==> src/rtl/frame_header_inserter.sv <==
// Purpose: prepends a HEADER_BYTES header to a payload beat stream and realigns the payload behind it.
// Latency: the first output beat is registered in the cycle after the header handshake.
// Backpressure: the output register holds while m_tvalid && !m_tready; s_tready follows m_tready combinationally.
module frame_header_inserter #(
  parameter int DATA_WIDTH   = 64,
  parameter int HEADER_BYTES = 18
) (
  input  logic                      clk,
  input  logic                      rst,
  input  logic [8*HEADER_BYTES-1:0] hdr_data,
  input  logic                      hdr_valid,
  output logic                      hdr_ready,
  input  logic [DATA_WIDTH-1:0]     s_tdata,
  input  logic [DATA_WIDTH/8-1:0]   s_tkeep,
  input  logic                      s_tlast,
  input  logic                      s_tvalid,
  output logic                      s_tready,
  output logic [DATA_WIDTH-1:0]     m_tdata,
  output logic [DATA_WIDTH/8-1:0]   m_tkeep,
  output logic                      m_tlast,
  output logic                      m_tvalid,
  input  logic                      m_tready,
  output logic                      frame_done
);

  localparam int B   = DATA_WIDTH / 8;
  localparam int H   = HEADER_BYTES;
  localparam int R   = H % B;
  localparam int F   = H / B;
  localparam int HPW = (F + 1) * DATA_WIDTH;           // header padded to whole beats
  localparam int CW  = (F > 0) ? $clog2(F + 1) : 1;
  localparam int NW  = $clog2(B + 1);
  localparam int RSH = (R == 0) ? 0 : 8 * (B - R);     // bit offset of the bytes that spill into carry

  typedef enum logic [1:0] {IDLE, HDR, PAYLOAD, FLUSH} state_t;

  state_t                state;
  logic [8*H-1:0]        hdr_reg;
  logic [CW-1:0]         cnt;
  logic [DATA_WIDTH-1:0] carry;
  logic [NW-1:0]         flush_n;

  logic                  adv;
  logic [HPW-1:0]        hdr_src;
  logic [CW-1:0]         hdr_idx;
  logic [DATA_WIDTH-1:0] hdr_beat;
  logic [DATA_WIDTH-1:0] hdr_carry;
  logic [DATA_WIDTH-1:0] merged;
  logic [NW-1:0]         n_in;

  function automatic logic [B-1:0] low_ones(input int nbytes);
    logic [B-1:0] m;
    for (int i = 0; i < B; i++) m[i] = (i < nbytes);
    return m;
  endfunction

  function automatic logic [DATA_WIDTH-1:0] bytes_mask(input logic [B-1:0] k);
    logic [DATA_WIDTH-1:0] m;
    for (int i = 0; i < B; i++) m[8*i +: 8] = {8{k[i]}};
    return m;
  endfunction

  assign adv       = !m_tvalid || m_tready;
  assign hdr_ready = (state == IDLE);
  assign s_tready  = (state == PAYLOAD) && adv;

  // In IDLE the header is taken straight from the port so beat 0 leaves without a bubble
  assign hdr_src   = (state == IDLE) ? {{(HPW - 8*H){1'b0}}, hdr_data}
                                     : {{(HPW - 8*H){1'b0}}, hdr_reg};
  assign hdr_idx   = (state == IDLE) ? '0 : cnt;
  assign hdr_beat  = hdr_src[hdr_idx*DATA_WIDTH +: DATA_WIDTH];
  assign hdr_carry = hdr_src[F*DATA_WIDTH +: DATA_WIDTH];

  // Carry bytes occupy lanes 0..R-1, the incoming beat shifts up behind them
  assign merged    = (carry & bytes_mask(low_ones(R))) | (s_tdata << (8*R));

  // Count valid bytes of the incoming beat (keep is low-contiguous)
  always_comb begin
    n_in = '0;
    for (int i = 0; i < B; i++) n_in = n_in + NW'(s_tkeep[i]);
  end

  // Frame sequencing and the registered output beat
  always_ff @(posedge clk) begin
    if (rst) begin
      state      <= IDLE;
      hdr_reg    <= '0;
      cnt        <= '0;
      carry      <= '0;
      flush_n    <= '0;
      m_tdata    <= '0;
      m_tkeep    <= '0;
      m_tlast    <= 1'b0;
      m_tvalid   <= 1'b0;
      frame_done <= 1'b0;
    end else begin
      frame_done <= m_tvalid && m_tready && m_tlast;
      if (adv) begin
        m_tvalid <= 1'b0;
        m_tlast  <= 1'b0;
      end
      case (state)
        IDLE: begin
          if (hdr_valid) begin
            hdr_reg <= hdr_data;
            cnt     <= '0;
            if (F == 0) begin
              carry <= hdr_carry;
              state <= PAYLOAD;
            end else if (adv) begin
              m_tdata  <= hdr_beat;
              m_tkeep  <= '1;
              m_tvalid <= 1'b1;
              if (F == 1) begin
                carry <= hdr_carry;
                state <= PAYLOAD;
              end else begin
                cnt   <= CW'(1);
                state <= HDR;
              end
            end else begin
              state <= HDR;
            end
          end
        end
        HDR: begin
          if (adv) begin
            m_tdata  <= hdr_beat;
            m_tkeep  <= '1;
            m_tvalid <= 1'b1;
            cnt      <= cnt + CW'(1);
            if (cnt == CW'(F - 1)) begin
              carry <= hdr_carry;
              state <= PAYLOAD;
            end
          end
        end
        PAYLOAD: begin
          if (adv && s_tvalid) begin
            m_tvalid <= 1'b1;
            if (R == 0) begin
              m_tdata <= s_tdata;
              m_tkeep <= s_tkeep;
              m_tlast <= s_tlast;
              if (s_tlast) state <= IDLE;
            end else if (!s_tlast) begin
              m_tdata <= merged;
              m_tkeep <= '1;
              carry   <= s_tdata >> RSH;
            end else if (int'(n_in) <= B - R) begin
              m_tdata <= merged & bytes_mask(low_ones(R + int'(n_in)));
              m_tkeep <= low_ones(R + int'(n_in));
              m_tlast <= 1'b1;
              state   <= IDLE;
            end else begin
              m_tdata <= merged;
              m_tkeep <= '1;
              carry   <= s_tdata >> RSH;
              flush_n <= NW'(int'(n_in) - (B - R));
              state   <= FLUSH;
            end
          end
        end
        FLUSH: begin
          if (adv) begin
            m_tdata  <= carry & bytes_mask(low_ones(int'(flush_n)));
            m_tkeep  <= low_ones(int'(flush_n));
            m_tlast  <= 1'b1;
            m_tvalid <= 1'b1;
            state    <= IDLE;
          end
        end
        default: state <= IDLE;
      endcase
    end
  end

endmodule
==> config.mk <==
export PLATFORM = sky130hd
export DESIGN_NAME = frame_header_inserter
export DESIGN_NICKNAME = d
export VERILOG_FILES = /design/src/rtl/frame_header_inserter.sv
export SDC_FILE = /design/constraint.sdc
export NUM_CORES = 1
export LEC_CHECK = 0
export ABC_AREA = 1
export ABC_CLOCK_PERIOD_IN_PS = 6800
export CORE_MARGIN = 3
export CORE_UTILIZATION = 53
export CTS_CLUSTER_SIZE = 40
export DETAILED_ROUTE_END_ITERATION = 6
export PLACE_DENSITY = 0.9
export SYNTH_ARGS = -nofsm -noshare
export SYNTH_HDL_FRONTEND = slang
export SYNTH_SLANG_ARGS = --single-unit
==> constraint.sdc <==
create_clock -name clk -period 6.8 [get_ports clk]
set_input_delay 1.02 -clock clk [delete_from_list [all_inputs] [get_ports clk]]
set_output_delay 1.02 -clock clk [all_outputs]
set_load 0.01 [all_outputs]
# Word-level counts from Yosys, hierarchy flattened
# Cells that the tools add are included.
[word_totals]
elab_cells = 114
out_inout_bits = 77
ff_bits = 291
[classes]
addsub = 10
bitwise = 4
shift = 1
n_reduce_logical = 16
n_eq_ne = 11
magnitude_cmp = 17
mux = 45
[ops]
columns = ["op", "n"]
rows = [
  ["64-bit two-way mux", 11],
  ["64-bit one-hot mux with 4 select lines", 1],
  ["192-bit by 9-bit variable part select with 64-bit output", 1],
  ["144-bit two-way mux", 1],
  ["64-bit bitwise AND", 2],
  ["64-bit one-hot mux with 2 select lines", 1],
  ["16-bit by 64-bit bitwise OR with 64-bit output", 1],
  ["8-bit two-way mux", 6],
  ["8-bit one-hot mux with 4 select lines", 1],
  ["3-bit by 5-bit < comparator with 1-bit output, first input constant", 4],
  ["2-bit two-way mux", 10],
  ["4-bit by 1-bit adder with 4-bit output", 4],
  ["3-bit by 4-bit < comparator with 1-bit output, first input constant", 4],
  ["1-bit by 5-bit < comparator with 1-bit output, first input constant", 2],
  ["2-bit by 5-bit < comparator with 1-bit output, first input constant", 2],
  ["1-bit two-way mux", 10],
  ["2-bit != test, second input constant", 5],
  ["1-bit by 4-bit < comparator with 1-bit output, first input constant", 2],
  ["2-bit by 4-bit < comparator with 1-bit output, first input constant", 2],
  ["2-bit one-hot mux with 4 select lines", 1],
  ["3-bit AND reduction", 2],
  ["6-bit AND reduction", 1],
  ["2-bit by 4-bit adder with 5-bit output, first input constant", 1],
  ["5-bit AND reduction", 1],
  ["other kinds (22)", 28],
]

# Depth between registers and ports, before layout
[depth]
depth_word = 14
depth_mapped = 21
ltp_nobuf = 20

# Worst setup path after synthesis
# Ideal clock, no wire load.
[synth_timing]
kind = "input -> register"
startpoint = "in s_tkeep[0]"
endpoint = "reg m_tdata[63]"
slack_ns = 2.303
n_path_buf = 1
stages = 16
arrival_time_ns = 4.377
t_required_ns = 6.681
cell_sequence = "fa_1 -> inv_1 -> fa_1 -> fa_1 -> inv_1 -> ha_1 -> fa_1 -> ha_1 -> inv_1 -> nand3_1 -> nand2_1 -> nand2_1 -> or2_2 -> buf_2 -> nand3_1 -> a21oi_1"
[synth_between]
elab_chain_len = 14
word_cells_on_any_way = 15
[synth_rtl]
columns = ["element", "line", "rtl"]
rows = [
  ["start: declaration", "14", "input logic [DATA_WIDTH/8-1:0] s_tkeep,"],
  ["1-bit by 1-bit adder with 2-bit output (*)", "80", "for (int i = 0; i < B; i++) n_in = n_in + NW'(s_tkeep[i]);"],
  ["2-bit by 1-bit adder with 3-bit output (*)", "80", ""],
  ["3-bit by 1-bit adder with 4-bit output (*)", "80", ""],
  ["4-bit by 1-bit adder with 4-bit output (*) (4 in series)", "80", ""],
  ["2-bit by 4-bit adder with 5-bit output", "151", "m_tdata <= merged & bytes_mask(low_ones(R + int'(n_in)));"],
  ["3-bit by 5-bit < comparator with 1-bit output", "53", "for (int i = 0; i < B; i++) m[i] = (i < nbytes);"],
  ["64-bit bitwise AND", "151", ""],
  ["64-bit two-way mux (*)", "150", "end else if (int'(n_in) <= B - R) begin"],
  ["64-bit two-way mux (*)", "146", "end else if (!s_tlast) begin"],
  ["64-bit two-way mux (*)", "139", "if (adv && s_tvalid) begin"],
  ["64-bit one-hot mux with 4 select lines (*)", "102", "case (state)"],
  ["end signal: assignment", "142", "m_tdata <= s_tdata;"],
  ["end signal: assignment", "147", "m_tdata <= merged;"],
  ["end signal: assignment", "151", ""],
  ["end: declaration", "18", "output logic [DATA_WIDTH-1:0] m_tdata,"],
]
# Mark *: on every way between the ends. The rest lies on a longest branch, timed or not. The select of a mux whose other input is x is not followed.
# A chain may end at the register's enable or synchronous reset.

# Worst setup path in the final report
[layout_timing]
startpoint = "in s_tkeep[0]"
endpoint = "reg m_tdata[19]"
[layout_between]
elab_chain_len = 14
word_cells_on_any_way = 15
[layout_rtl]
columns = ["element", "line"]
rows = [
  ["1-bit by 1-bit adder with 2-bit output (*)", "80"],
  ["2-bit by 1-bit adder with 3-bit output (*)", "80"],
  ["3-bit by 1-bit adder with 4-bit output (*)", "80"],
  ["4-bit by 1-bit adder with 4-bit output (*) (4 in series)", "80"],
  ["2-bit by 4-bit adder with 5-bit output", "151"],
  ["2-bit by 5-bit < comparator with 1-bit output", "53"],
  ["64-bit bitwise AND", "151"],
  ["64-bit two-way mux (*)", "150"],
  ["64-bit two-way mux (*)", "146"],
  ["64-bit two-way mux (*)", "139"],
  ["64-bit one-hot mux with 4 select lines (*)", "102"],
]
# Marks and branches as above.

==> reports/qor.log <==
INFO  cells_and_area area_growth_syn_to_layout=31.7%
INFO  yosys          postSynth.asyncResetShare=0%
INFO  worst_setup_path wp_data_required=7210ps
INFO  min_path       worst_hold_path_type=reg2reg
INFO  timing         final_max_slew_viol_count=0
INFO  clock_tree     clockBufferDepth=3
INFO  grt            first_global_vias=11700
INFO  min_path       min-delay-start=hdr_reg[32]
INFO  placed_design  dp_slack=1500ps
INFO  timing         rsz0062_at_grt=false
INFO  clock_tree     post-cts-setup-buffers=0
INFO  placed_design  place_hpwl=25000um
INFO  power_and_ir_drop net-switching-power=2.76mW
INFO  clock_tree     cts_made_buffers=25
INFO  power_and_ir_drop power.static_leakage=6.08nW
INFO  detailed_routing totalWireLength=38100um
INFO  status         run_status=complete, but fails checks
INFO  yosys          synth_top_cells_by_area=sky130_fd_sc_hd__dfxtp_1 42%, sky130_fd_sc_hd__o21ai_0 12%, sky130_fd_sc_hd__nor2_1 9.9%, sky130_fd_sc_hd__a21oi_1 7.7%, sky130_fd_sc_hd__nand2_1 7.7%
INFO  floorplan      floorplan.rows=53
INFO  grt            grt-ovfl-total=0
INFO  cells_and_area largest_reg_flops=144
INFO  worst_setup_path crit_path_max_fanout=9
INFO  clock_tree     clkSinkCount=243
INFO  floorplan      floorplan.io_pins=299
INFO  worst_setup_path critical_path.n_buffers_inverters=4
INFO  worst_setup_path cp-end-kind=flop
INFO  floorplan      coreArea=21200squm
INFO  yosys          yosys.area.top_type=sky130_fd_sc_hd__dfxtp_1
INFO  yosys          synthCells=1647
INFO  timing         final_hold_viol_count=0
INFO  timing         setup-violations-final=0
INFO  placed_design  gp_routability_congestion=0.909
INFO  power_and_ir_drop share_clk_of_total_power=20.6%
INFO  timing         max_freq=209MHz
INFO  yosys          synthesis.area_per_instance=6.96squm
INFO  clock_tree     cts_repair_resize_count=0
INFO  worst_setup_path regToRegEndpoint=m_tdata[56]
INFO  detailed_routing final_antenna_net_count=0
INFO  status         violations=design-rule violations
INFO  yosys          synth.ff_latch_count=243
INFO  worst_setup_path reg2reg_from=state[0]
INFO  grt            grt_util_all_layers=30.7%
INFO  grt            antenna_found_initial=0
INFO  detailed_routing firstDrtPassIters=7
INFO  detailed_routing via_count=12300
INFO  detailed_routing first_iter_violations=902
INFO  floorplan      start_util=54.2%
INFO  clock_tree     worstSkewPairLatency=530ps
INFO  timing         max_slew_margin=22.2%
INFO  cells_and_area fin_nets=2102
INFO  power_and_ir_drop post-layout-total-power=6.63mW
INFO  clock_tree     h-tree-depth=1
INFO  grt            global_route_wire_length_before_repair=59900um
INFO  power_and_ir_drop power.combinational.fraction=46.8%
INFO  yosys          dominantRegCellSynth=sky130_fd_sc_hd__dfxtp_1
INFO  timing         final_critical_path_setup_slack=2020ps
INFO  yosys          seq_area_frac_synth=42.4%
INFO  clock_tree     clk_pin_slew=60ps
INFO  yosys          yosys.cell_types.count=40
INFO  worst_setup_path slowest_delay=550ps
INFO  detailed_routing via_per_inst=5.72
INFO  worst_setup_path crit_top_cell=sky130_fd_sc_hd__fa_1
INFO  floorplan      die_height=153um
INFO  worst_setup_path worst-r2r-cell-count=10
INFO  clock_tree     clk_root_buffer_cell=sky130_fd_sc_hd__clkbuf_16
INFO  min_path       min_delay_worst_endpoint=hdr_reg[32]
INFO  yosys          synthesis.area=11500squm
INFO  power_and_ir_drop power_switching_share=41.7%
INFO  cells_and_area final_layout_size_suffix_gt1_share=4.95%
INFO  grt            grt_start_max_net_pins=127
INFO  timing         crit_share_post_route=70.4%
INFO  timing         min_period=4780ps
INFO  timing         worst_margin_pin_slew=1170ps
INFO  detailed_routing drc_errors=3
INFO  cells_and_area fillers=1649
INFO  worst_setup_path worst_path_max_delay_cell=sky130_fd_sc_hd__fa_1
INFO  detailed_routing route.detailed.wl_per_inst=17.7um
INFO  clock_tree     tritoncts=done
INFO  worst_setup_path path_class=in2reg
INFO  yosys          ys_warn_count=0
INFO  clock_tree     cts-hold-fix-buffers=0
INFO  worst_setup_path data_arrival_time_of_the_worst_path=5190ps
INFO  cells_and_area antennaDiodeCount=0
INFO  worst_setup_path cp_cell_instances=clkdlybuf4s50_1 > fa_1 > inv_1 > fa_1 > fa_1 > inv_1 > ha_1 > fa_1 > ha_1 > inv_1 > nand3_1 > nand2_1 > nand2_1 > o21ai_2 > nand2_2 > nand2_1 > a21oi_1
INFO  worst_setup_path reg_to_reg_setup_timing_slack=2950ps
INFO  yosys          number_of_enable_type_register_cells_in_the_synthesized_netlist=0
INFO  power_and_ir_drop p_per_cell_area=439nW/um^2
INFO  timing         fin_skew=7.28ps
INFO  floorplan      die-area=23400squm
INFO  worst_setup_path worst_path_dominant_cell_family=adder cells
INFO  power_and_ir_drop seq_power_share=32.6%
INFO  timing         setup-tns-final=0ps
INFO  power_and_ir_drop intPower=3.87mW
INFO  min_path       min_path_cells=2
INFO  yosys          synth_fp_nets=1886
INFO  placed_design  place.port_buffers=298
INFO  worst_setup_path critPathLaunchType=input pin
INFO  timing         whs=448ps
INFO  yosys          fraction_of_synthesized_cell_area_taken_by_the_top_area_cell_type=42.4%
INFO  power_and_ir_drop worst_ir_drop_vdd=368uV
INFO  floorplan      chipWidth=153um
INFO  job            max-cap-violations=0
==> layout by cell type, fill, tap and decap left out, drive strengths merged, types with 2 or more instances in the layout <==
cell and count:
o21ai 329, nor2 307, clkdlybuf4s50 298, nand2 246, dfxtp 243, a21oi 189, inv 97, nand3 39
clkbuf 38, nor3 18, ha 13, mux2i 12, o22ai 8, buf 7, or2 6, a31oi 5
fa 4, clkinv 4, nand4 3, a211oi 3, o211ai 3, o21a 2
==> per-layer routing <==
layer | part of all wire, % | global-route usage, %
met5 | 0 | 0
met4 | 4.7 | 14.0
met3 | 9.2 | 5.41
met2 | 46 | 50.1
met1 | 40 | 39.7
==> stage by stage <==
step	utilization (%)	std cells	instance area, sq um
after global placement	67.6	2111	14300
final	71.4	2153	15100
after CTS	71.4	2153	15100
after global routing	71.4	2153	15100
after detailed placement	67.6	2111	14300
after floorplan	-	1647	11500
==> worst reg2reg max path, cell delays in order, from the launching register on <==
cell	delay [ps]
sky130_fd_sc_hd__dfxtp_1	340
sky130_fd_sc_hd__inv_1	140
sky130_fd_sc_hd__ha_4	520
sky130_fd_sc_hd__inv_2	510
sky130_fd_sc_hd__nand2_1	250
sky130_fd_sc_hd__nand2_2	560
sky130_fd_sc_hd__inv_2	690
sky130_fd_sc_hd__o21ai_0	170
sky130_fd_sc_hd__nor3_1	330
sky130_fd_sc_hd__nor2_1	80
sky130_fd_sc_hd__a21oi_1	170
==> final cells by class <==
cell class	count	area (sq um)	area share, %
Clock buffer	38	754	4.99
Clock inverter	4	48.8	0.323
Inverter	98	377	2.49
Multi-Input combinational cell	1190	5670	37.5
Sequential cell	243	4860	32.2
Tap cell	275	344	2.28
Timing Repair Buffer	305	3050	20.2
==> cells by family (layout without fill, tap and decap cells) <==
family | count (synthesis) | count (layout) | share of synthesized area, %
AND/OR/NAND/NOR | 620 | 620 | 21.7
AO/OA/AOI/OAI | 541 | 541 | 24.4
flip-flops | 243 | 243 | 42.4
buffers and inverters | 214 | 445 | 8.31
adder cells (fa/ha/maj) | 17 | 17 | 2.12
multiplexers | 12 | 12 | 1.05
==> how the worst max path moves through the flow <==
| stage | slack [ps] | from | cells after the start | to |
|---|---|---|---|---|
| 3_5_place_dp | 1500 | s_tkeep[0] | 19 | m_tkeep[4] |
| 6_report | 2020 | s_tkeep[0] | 17 | m_tdata[19] |
| 4_1_cts | 2030 | s_tkeep[0] | 19 | m_tdata[19] |
| 3_3_place_gp | 1570 | s_tkeep[0] | 17 | m_tkeep[2] |
| 2_1_floorplan | 2300 | s_tkeep[0] | 16 | m_tdata[63] |
| 5_1_grt | 1830 | s_tkeep[0] | 19 | m_tkeep[4] |
==> cell usage after synthesis, types with 5 or more instances <==
| cell type | n |
|---|---|
| sky130_fd_sc_hd__nor2_1 | 304 |
| sky130_fd_sc_hd__o21ai_0 | 281 |
| sky130_fd_sc_hd__dfxtp_1 | 243 |
| sky130_fd_sc_hd__nand2_1 | 235 |
| sky130_fd_sc_hd__a21oi_1 | 177 |
| sky130_fd_sc_hd__inv_1 | 87 |
| sky130_fd_sc_hd__clkbuf_1 | 66 |
| sky130_fd_sc_hd__o21ai_1 | 46 |
| sky130_fd_sc_hd__nand3_1 | 37 |
| sky130_fd_sc_hd__buf_2 | 31 |
| sky130_fd_sc_hd__nor3_1 | 18 |
| sky130_fd_sc_hd__ha_1 | 13 |
| sky130_fd_sc_hd__a21oi_2 | 12 |
| sky130_fd_sc_hd__mux2i_1 | 12 |
| sky130_fd_sc_hd__nand2_2 | 9 |
| sky130_fd_sc_hd__inv_2 | 8 |
| sky130_fd_sc_hd__o22ai_1 | 8 |
| sky130_fd_sc_hd__buf_4 | 7 |
| sky130_fd_sc_hd__a31oi_1 | 5 |
| sky130_fd_sc_hd__or2_2 | 5 |
==> power groups by stage <==
stage                     Sequential (mW)  Combinational, mW  Clock, mW
final                                2.16               3.10       1.36
after global routing                 2.21               3.41       1.43
after CTS                            2.16               3.06       1.37
after detailed placement             2.17               3.03          0
after global placement               2.16               2.94          0
after floorplan                      2.20               1.98          0
Power figures use the tool's default switching activity.
